`config.mk`:
```
export PLATFORM = sky130hd
export DESIGN_NAME = ctrl_ckt
export DESIGN_NICKNAME = d
export VERILOG_FILES = /design/src/rtl/ctrl_ckt_pkg.sv /design/src/rtl/ctrl_ckt_prio_enc.sv /design/src/rtl/ctrl_ckt.sv
export SDC_FILE = /design/constraint.sdc
export NUM_CORES = 1
export LEC_CHECK = 0
export BUFFER_PORTS_ARGS = -buffer_cell sky130_fd_sc_hd__buf_2
export CAP_MARGIN = 20
export CORE_UTILIZATION = 35
export DETAILED_ROUTE_END_ITERATION = 16
export HOLD_SLACK_MARGIN = 0.06
export PLACE_DENSITY = 0.52
export SLEW_MARGIN = 5
export SYNTH_ARGS = -nofsm -noshare
export SYNTH_HDL_FRONTEND = slang
export SYNTH_SLANG_ARGS = --single-unit
```
`constraint.sdc`:
```
create_clock -name clk -period 2.27 [get_ports clk]
set_input_delay 0.227 -clock clk [delete_from_list [all_inputs] [get_ports clk]]
set_output_delay 0.227 -clock clk [all_outputs]
set_load 0.02 [all_outputs]
```
`src/rtl/ctrl_ckt_pkg.sv`:
```
// Purpose: shared constants and types for the ctrl_ckt control decoder.
// Latency: n/a (package only).
// Backpressure: n/a (package only).
package ctrl_ckt_pkg;

   typedef logic [1:0] sel_t;

   // Select codes naming the winning request line.
   localparam sel_t SEL_X0 = 2'b00;
   localparam sel_t SEL_X1 = 2'b01;
   localparam sel_t SEL_X2 = 2'b10;
   localparam sel_t SEL_X3 = 2'b11;

   // Legal stability-filter depths. The 4-bit counter saturates at the
   // depth, so 15 is the largest depth it can represent.
   localparam int FILTER_DEPTH_MIN = 1;
   localparam int FILTER_DEPTH_MAX = 15;
   localparam int CNT_W            = 4;

endpackage : ctrl_ckt_pkg

```
`src/rtl/ctrl_ckt_prio_enc.sv`:
```
// Purpose: combinational 4->2 priority encoder with an all-zero flag.
// Latency: 0 cycles (pure combinational).
// Backpressure: none; output follows input.
//
// Ports:
//   i_req   [3:0]  request vector
//   o_sel   [1:0]  index of the winning request (00 when no request)
//   o_zero         1 when i_req is all-zero
//
// PRIORITY_HIGH=1: highest set index wins. PRIORITY_HIGH=0: lowest wins.
module ctrl_ckt_prio_enc
   import ctrl_ckt_pkg::*;
#(
   parameter int PRIORITY_HIGH = 1
) (
   input  logic [3:0] i_req,
   output sel_t       o_sel,
   output logic       o_zero
);

   sel_t w_sel;

   generate
      if (PRIORITY_HIGH != 0) begin : g_high
         always_comb begin
            w_sel = SEL_X0;
            if (i_req[3])      w_sel = SEL_X3;
            else if (i_req[2]) w_sel = SEL_X2;
            else if (i_req[1]) w_sel = SEL_X1;
            else               w_sel = SEL_X0;
         end
      end else begin : g_low
         always_comb begin
            w_sel = SEL_X0;
            if (i_req[0])      w_sel = SEL_X0;
            else if (i_req[1]) w_sel = SEL_X1;
            else if (i_req[2]) w_sel = SEL_X2;
            else if (i_req[3]) w_sel = SEL_X3;
            else               w_sel = SEL_X0;
         end
      end
   endgenerate

   assign o_sel  = w_sel;
   assign o_zero = (i_req == 4'b0000);

endmodule : ctrl_ckt_prio_enc

```
`src/rtl/ctrl_ckt.sv`:
```
// Purpose: registered request decoder with optional input stability filter.
// Latency: FILTER_DEPTH clocks from a stable x to updated outputs (1 when unfiltered).
// Backpressure: none; x is sampled every clock, unaccepted patterns are dropped.
//
// Ports:
//   clk    system clock, rising edge
//   rst    synchronous reset, active-high
//   x      [3:0] request vector
//   s0     select code LSB (registered)
//   s1     select code MSB (registered)
//   reset  downstream clear (registered), 1 when accepted vector is zero
module ctrl_ckt
   import ctrl_ckt_pkg::*;
#(
   parameter int FILTER_DEPTH  = 1,
   parameter int PRIORITY_HIGH = 1
) (
   input  logic       clk,
   input  logic       rst,
   input  logic [3:0] x,
   output logic       s0,
   output logic       s1,
   output logic       reset
);

   generate
      if (FILTER_DEPTH < FILTER_DEPTH_MIN || FILTER_DEPTH > FILTER_DEPTH_MAX) begin : g_bad_depth
         $fatal(1, "ctrl_ckt: FILTER_DEPTH=%0d outside %0d..%0d",
                FILTER_DEPTH, FILTER_DEPTH_MIN, FILTER_DEPTH_MAX);
      end
   endgenerate

   localparam logic [CNT_W-1:0] DEPTH = CNT_W'(FILTER_DEPTH);

   logic [3:0]       r_cand;
   logic [CNT_W-1:0] r_cnt;
   sel_t             r_sel;
   logic             r_reset;

   logic [CNT_W-1:0] w_cnt_nxt;
   logic             w_accept;
   sel_t             w_sel;
   logic             w_zero;

   ctrl_ckt_prio_enc #(
      .PRIORITY_HIGH (PRIORITY_HIGH)
   ) u_prio_enc (
      .i_req  (x),
      .o_sel  (w_sel),
      .o_zero (w_zero)
   );

   // Saturating run-length of identical samples. The saturation test comes
   // before the increment so the counter never wraps.
   always_comb begin
      w_cnt_nxt = 4'd1;
      if (x == r_cand) begin
         if (r_cnt >= DEPTH) w_cnt_nxt = DEPTH;
         else                w_cnt_nxt = r_cnt + 4'd1;
      end
   end

   // Accepting on every saturated edge just reloads the same decode while x
   // is held, so outputs stay visually constant.
   assign w_accept = (w_cnt_nxt == DEPTH);

   always_ff @(posedge clk) begin
      if (rst) begin
         r_cand  <= 4'b0000;
         r_cnt   <= '0;
         r_sel   <= SEL_X0;
         r_reset <= 1'b1;
      end else begin
         r_cand <= x;
         r_cnt  <= w_cnt_nxt;
         if (w_accept) begin
            r_sel   <= w_sel;
            r_reset <= w_zero;
         end
      end
   end

   assign s1    = r_sel[1];
   assign s0    = r_sel[0];
   assign reset = r_reset;

endmodule : ctrl_ckt

```
# --- Word-level counts from Yosys, hierarchy flattened ---
# Index checks and enable logic that the tools add are counted.
word_totals:
  register_bits: 11
  in_bits: 6
  output_inout_bits: 3
  word_cells: 14
op_classes:
  addsub: 1
  order_cmp: 1
  n_eq_ne: 2
  mux: 5
  reduce_logical: 1
op_table:
  columns: ["operator", "n"]
  rows:
  - ["4-bit 2-to-1 mux", 2]
  - ["4-bit by 1-bit adder with 4-bit output (second input constant)", 1]
  - ["4-bit by 1-bit == test with 1-bit output (second input constant)", 1]
  - ["4-bit == test", 1]
  - ["4-bit by 1-bit greater-or-equal comparator with 1-bit output (second input constant)", 1]
  - ["4-bit logical NOT", 1]
  - ["2-bit 2-to-1 mux", 2]
  - ["1-bit 2-to-1 mux", 1]

# --- Logic depth before layout (Yosys ltp) ---
# Gate-level depths: netlist of run 1.
depth:
  depth_word: 4
  ltp_mapped: 6
  depth_no_buf: 6

# --- Cells and area by module ---
# From an unflattened synthesis of run 1, not the netlist that was laid out.
hier_totals:
  hier_cells: 47
  hier_area_um2: 501.7
modules_own_cells:
  columns: ["mod", "n_inst", "cells_each", "area_per_inst_um2", "seq_area_each_um2"]
  rows:
  - ["ctrl_ckt", 1, 43, 470.5, 220.2]
  - ["ctrl_ckt_prio_enc", 1, 4, 31.3, 0.0]

# --- Worst setup path before layout of run 1 ---
# Ideal clock, no wire load.
synth_path:
  path_type: "register -> register"
  startpoint: "register r_cnt[1]"
  endpoint: "register r_reset (netlist: reset)"
  setup_ps: 72
  arrival_time_ps: 1699
  required_time_ps: 2198
  slack_ps: 500
  path_stages_with_launch: 7
  path_cell_list: "dfxtp_1 -> inv_1 -> ha_1 -> or4b_4 -> or3_4 -> nor2_1 -> mux2i_1"
synth_between:
  elab_chain_len: 4
synth_lines:
  columns: ["item", "line", "rtl"]
  rows:
  - ["start: declaration", "ctrl_ckt.sv:36", "logic [CNT_W-1:0] r_cnt;"]
  - ["start signal: assignment", "ctrl_ckt.sv:75", "r_cnt <= w_cnt_nxt;"]
  - ["4-bit by 1-bit adder with 4-bit output or 4-bit by 1-bit greater-or-equal comparator with 1-bit output (tied branches)", "ctrl_ckt.sv:59, ctrl_ckt.sv:58", null]
  - ["4-bit 2-to-1 mux *", "ctrl_ckt.sv:58", "if (r_cnt >= DEPTH) w_cnt_nxt = DEPTH;"]
  - ["4-bit 2-to-1 mux *", "ctrl_ckt.sv:57", "if (x == r_cand) begin"]
  - ["4-bit by 1-bit == test with 1-bit output *", "ctrl_ckt.sv:65", "assign w_accept = (w_cnt_nxt == DEPTH);"]
  - ["end signal: assignment", "ctrl_ckt.sv:78", "r_reset <= w_zero;"]
  - ["end: declaration", "ctrl_ckt.sv:38", "logic r_reset;"]
# Every way passes the cells marked *; elsewhere a longest branch is shown, timed or not.
# A chain may end at the register's enable or synchronous reset.

# --- Worst setup path after layout of run 1 ---
# Same ends and word-level chain as after synthesis.

==> results of run 1 <==
[stage by stage]
stage	utilization, %	cell area (µm²)
after floorplan	-	475
after global placement	44.6	529
after detailed placement	44.6	529
after CTS	46.8	556
after global routing	46.8	556
final	46.8	556
[cell families (layout without fill, tap and decap cells)]
logic type | after synthesis | in the layout | share of synthesized area [%]
simple gates | 20 | 20 | 26.1
compound gates | 5 | 5 | 6.31
flops | 11 | 11 | 46.3
xor+xnor | 4 | 4 | 7.37
mux | 1 | 1 | 2.11
other cells | 1 | 1 | 0.789
buf+inv | 4 | 15 | 3.16
fa+ha+maj | 3 | 3 | 7.90
[synth_stat cells]
cell type / n
dfxtp_1: 11
nor3_1: 6
nor2_1: 5
a21oi_1: 3
ha_1: 3
inv_1: 3
nor2b_1: 3
xnor2_1: 3
nor3b_1: 2
o21a_1: 2
clkbuf_1: 1
conb_1: 1
mux2i_1: 1
nand3_2: 1
or3_1: 1
or3_4: 1
or4b_4: 1
xor2_1: 1
[where the power goes]
group,switching (µW),internal (µW)
registers,5.17,202
clock network,63.9,68.0
logic,25.6,19.9
[worst register-to-register path: stages, from the launching register on]
cell     delay, ns
dfxtp_1       0.34
inv_1         0.06
ha_1          0.17
or4b_4        0.49
or3_4         0.43
nor2_1        0.14
mux2i_1       0.21
[layer usage]
layer  vias up  GRT usage [%]  wire length [µm]
met2        10           24.6               380
met4         0           10.3                16
li1        185              -                 -
met5         -              0                 0
met1       157           16.6               375
met3         2           3.47                35
[cell type report]
type                            instances  share of cell area [%]
Multi-Input combinational cell         34                    43.2
Sequential cell                        11                    39.6
Timing Repair Buffer                    8                    7.21
Clock buffer                            4                    4.73
Tap cell                               14                    3.15
Inverter                                3                    2.03
[worst paths after layout]
path         cells after the start           startpoint                    to
max                              6  r_cnt[1]$_SDFF_PP0_    reset$_SDFFE_PP1N_
min                              2                 x[0]  r_cand[0]$_SDFF_PP0_
max reg2reg                      6  r_cnt[1]$_SDFF_PP0_    reset$_SDFFE_PP1N_
min reg2reg                      1  r_cnt[0]$_SDFF_PP0_   r_cnt[0]$_SDFF_PP0_
[registers in the layout (all words and copies together), names as in the netlist]
register  flops
r_cnt         4
reset         1
r_cand        4
r_sel         2
==> results.cfg, run 1 <==
[setup_path]
path_max_fanout = 5
slowest_stage = or4b_4
crit_buf_inv = 1
crit_arrival_ns = 2.10
path_cells = inv_1, ha_1, or4b_4, or3_4, nor2_1, mux2i_1
cp.required_ns = 2.46
slowest_delay_ns = 0.49
cp_top_family = simple AND/OR/NAND/NOR gates
cp-start-kind = flip-flop
path_class = flip-flop to flip-flop
rrSetupSlack_ns = 0.36
critPathCaptureType = flip-flop

[finish]
nets = 70
regArea_um2 = 220
layout_commonest_cell = dfxtp_1
final_cells = 74
final_cell_mix = dfxtp_1, buf_2, nor3_1
antenna_cells = 0
nFillCells = 125
multi_input_area_um2 = 240
area_delta_synth_final_pct = 16.8
final_layout_size_suffix_gt1_share_pct = 23.3

[yosys]
postSynthCellCount = 49
synth_top_area_share_pct = 46.3
netlist_area_um2 = 475
synth.largest_area_cell = dfxtp_1
yosys_warnings = 0
yosys.cell_types.count = 18
seq_area_frac_synth_pct = 46.3
syn_nets = 58
synth-seq-cells = 11
avgSynthCellArea_um2 = 9.70
synth_area_leaders = dfxtp_1, ha_1, nor3_1

[run]
cap_violations = 0

[power_and_ir_drop]
irDropWorstVdd_mv = 0.358
power.density_nw_per_um2 = 693
leakagePower_uw = 0.000227
finalPower_uw = 385

[floorplan]
die_h_um = 38.9
core_area_um2 = 1190
die-area_um2 = 1510
io-pin-count = 9
rows = 12
die_w_um = 38.9
initial_core_util_pct = 40.1

[route]
drt-wirelength-per-cell_um = 10.9
routed_wl_um = 808
avgViaCountPerCell = 4.78
drtIter0Drc = 1
dr.pass1.iters = 2
vias = 354
drc_errors = 0
ant_nets = 0

[clock_network]
clk_latency_ns = 0.27
cts.sinks = 11
root_buffer = clkbuf_4
post_cts_buffers = 0
cts_resized = 0
cts_tree = built
clock_path_buffers = 2
cts_hold_buffers = 0
clkTransAtPathRegs_ns = 0.07
h-tree-depth = 1
numCtsBuffers = 3

[grt]
grt_pass1_vias = 370
grt_first_pass_wirelength_um = 1450
grt_overflow = 0
grt_antenna_before_repair = 0
grt_max_degree = 12
grt_usage_pct = 14.9

[placement]
gp_congestion = 0.692
dp_slack_ns = 0.382
dp_hpwl_um = 615
port-buffer-count = 8
post-place-cells = 70

[timing]
fin_crit_sh_pct = 84.1
setup_viol = 0
drv_slew = 0
rsz0062_at_grt = no
finalHoldViolCount = 0
period_minus_slack_ns = 1.91
tns_ns = 0
skew_ns = 0.00187
fmax_ghz = 0.524
setup_slack_ns = 0.361
finalHoldWorstSlack_ns = 0.221

[run_status]
run_status = finished clean

[hold_path]
min_path_type = input pin to flip-flop
Note: power is estimated with default switching activity, not from simulation.
==> run 2, diff against run 1 <==
Settings changed: PLACE_DENSITY 0.52 to 0.54.
Clock period 2.27 ns to 1.7 ns, I/O delays scaled along.
==> run 2 against run 1 <==
The flow now finishes with violations (negative setup slack). Critical path type unchanged. Critical endpoint is now r_cnt[2]$_SDFF_PP0_. Fmax is 6.6% higher. Largest power group unchanged. Via count rose by 6.2%. Final cell count increased by 2.7%. Highest routed layer is now met3.
==> results.cfg, run 2 (same netlist as run 1, synthesis figures left out) <==
[run_status]
run_status = complete, but fails checks
violations = negative setup slack

[setup_path]
reg2reg_to = r_cnt[2]$_SDFF_PP0_
r2r_cells = 6
cp-start-kind = flip-flop
cp.required_ns = 1.90
path_max_fanout = 2
crit_arrival_ns = 1.99
rrSetupSlack_ns = -0.09
regToRegStartpoint = r_cnt[1]$_SDFF_PP0_
critPathCaptureType = flip-flop
path_class = flip-flop to flip-flop

[timing]
setup_slack_ns = -0.0917
setup_viol = 5
period_minus_slack_ns = 1.79
fmax_ghz = 0.558
tns_ns = -0.441
finalHoldViolCount = 0
drv_slew = 0
rsz0062_at_grt = yes
fin_crit_sh_pct = 105
skew_ns = 0.000431

[grt]
grt_usage_pct = 14.6
grt_pass1_vias = 367
grt_max_degree = 12
grt_first_pass_wirelength_um = 1450
grt_overflow = 0
grt_antenna_before_repair = 0

[route]
routed_wl_um = 892
dr.pass1.iters = 2
drtIter0Drc = 3
avgViaCountPerCell = 4.95
ant_nets = 0
vias = 376
drt-wirelength-per-cell_um = 11.7
drc_errors = 0

[clock_network]
h-tree-depth = 1
cts.sinks = 11
clk_latency_ns = 0.26
cts_hold_buffers = 0
root_buffer = clkbuf_4
clkTransAtPathRegs_ns = 0.07
numCtsBuffers = 3
clock_path_buffers = 2
cts_tree = built

[floorplan]
initial_core_util_pct = 40.1
rows = 12
io-pin-count = 9
die_w_um = 38.9
die-area_um2 = 1510
die_h_um = 38.9
core_area_um2 = 1190

[finish]
nets = 72
reg_top3 = r_cand: 4 flops, r_cnt: 4 flops, r_sel: 2 flops
final_area_um2 = 631
area_delta_synth_final_pct = 32.6
final_layout_size_suffix_gt1_share_pct = 45.2
final_cell_mix = dfxtp_1, buf_2, nor2_1, nor3_1
layout_commonest_cell = dfxtp_1
antenna_cells = 0

[power_and_ir_drop]
leakagePower_uw = 0.000244
power.density_nw_per_um2 = 834
irDropWorstVdd_mv = 0.372
finalPower_uw = 526

[placement]
gp_congestion = 0.662
port-buffer-count = 8
placed_area_um2 = 554
dp_hpwl_um = 685

[run]
cap_violations = 0

[hold_path]
min_path_type = input pin to flip-flop
min_delay_worst_endpoint = r_cand[0]$_SDFF_PP0_
min_from = x[0]
hold_depth = 2
==> run 2: worst max path at each step <==
stage,from,endpoint,slack (ns),depth (start not counted)
6_report,r_cnt[1]$_SDFF_PP0_,r_cnt[2]$_SDFF_PP0_,-0.09,6
5_1_grt,r_cnt[1]$_SDFF_PP0_,reset$_SDFFE_PP1N_,-0.17,6
4_1_cts,r_cnt[0]$_SDFF_PP0_,r_sel[1]$_SDFFE_PP0N_,-0.13,6
3_5_place_dp,r_cnt[0]$_SDFF_PP0_,r_sel[1]$_SDFFE_PP0N_,-0.15,6
3_3_place_gp,r_cnt[1]$_SDFF_PP0_,r_sel[0]$_SDFFE_PP0N_,-0.04,6
2_1_floorplan,r_cnt[1]$_SDFF_PP0_,r_sel[0]$_SDFFE_PP0N_,-0.01,6
==> run 2: cell type report <==
cell class / instances / area, µm²
multi-input cells: 34 / 293
flip-flops and latches: 11 / 225
inverters: 3 / 13.8
fillers: 116 / 556
repair buffers: 10 / 55.1
clock buffers: 4 / 26.3
well taps: 14 / 17.5
==> run 2: worst max-delay path, stage by stage (launching register included) <==
cell     delay [ns]
dfxtp_2        0.35
inv_4          0.05
ha_4           0.14
or4b_4         0.47
buf_4          0.15
or3_4          0.40
nor3b_2        0.16
==> run 2: metrics by stage <==
step / setup slack [ns] / utilization, % / std cells / hold slack, ns
floorplan: -0.0137 / - / 49 / 0.242
global placement: -0.0432 / 46.7 / 71 / 0.431
detailed placement: -0.147 / 46.7 / 71 / 0.446
CTS: -0.125 / 49.8 / 75 / 0.167
global route: -0.168 / 53.2 / 76 / 0.172
finish: -0.0917 / 53.2 / 76 / 0.170
==> run 2: metal layers <==
metal  GRT usage [%]  share of wire (%)
met5               0                  0
met3            3.47                4.1
met4            7.76                  0
met2            24.6                 51
met1            16.7                 45
==> run 2: what timing repair did <==
action / 4_1_cts / 5_1_grt
setup buffers: 0 / 1
pin swaps: 0 / 1
resized for setup: 2 / 8
endpoints found under the setup margin: 4 / 5
==> run 2: power breakdown <==
part           total [µW]  switching, µW  internal (µW)
clock network         178           87.6           90.7
logic                70.3           38.7           31.6
registers             277           7.50            270
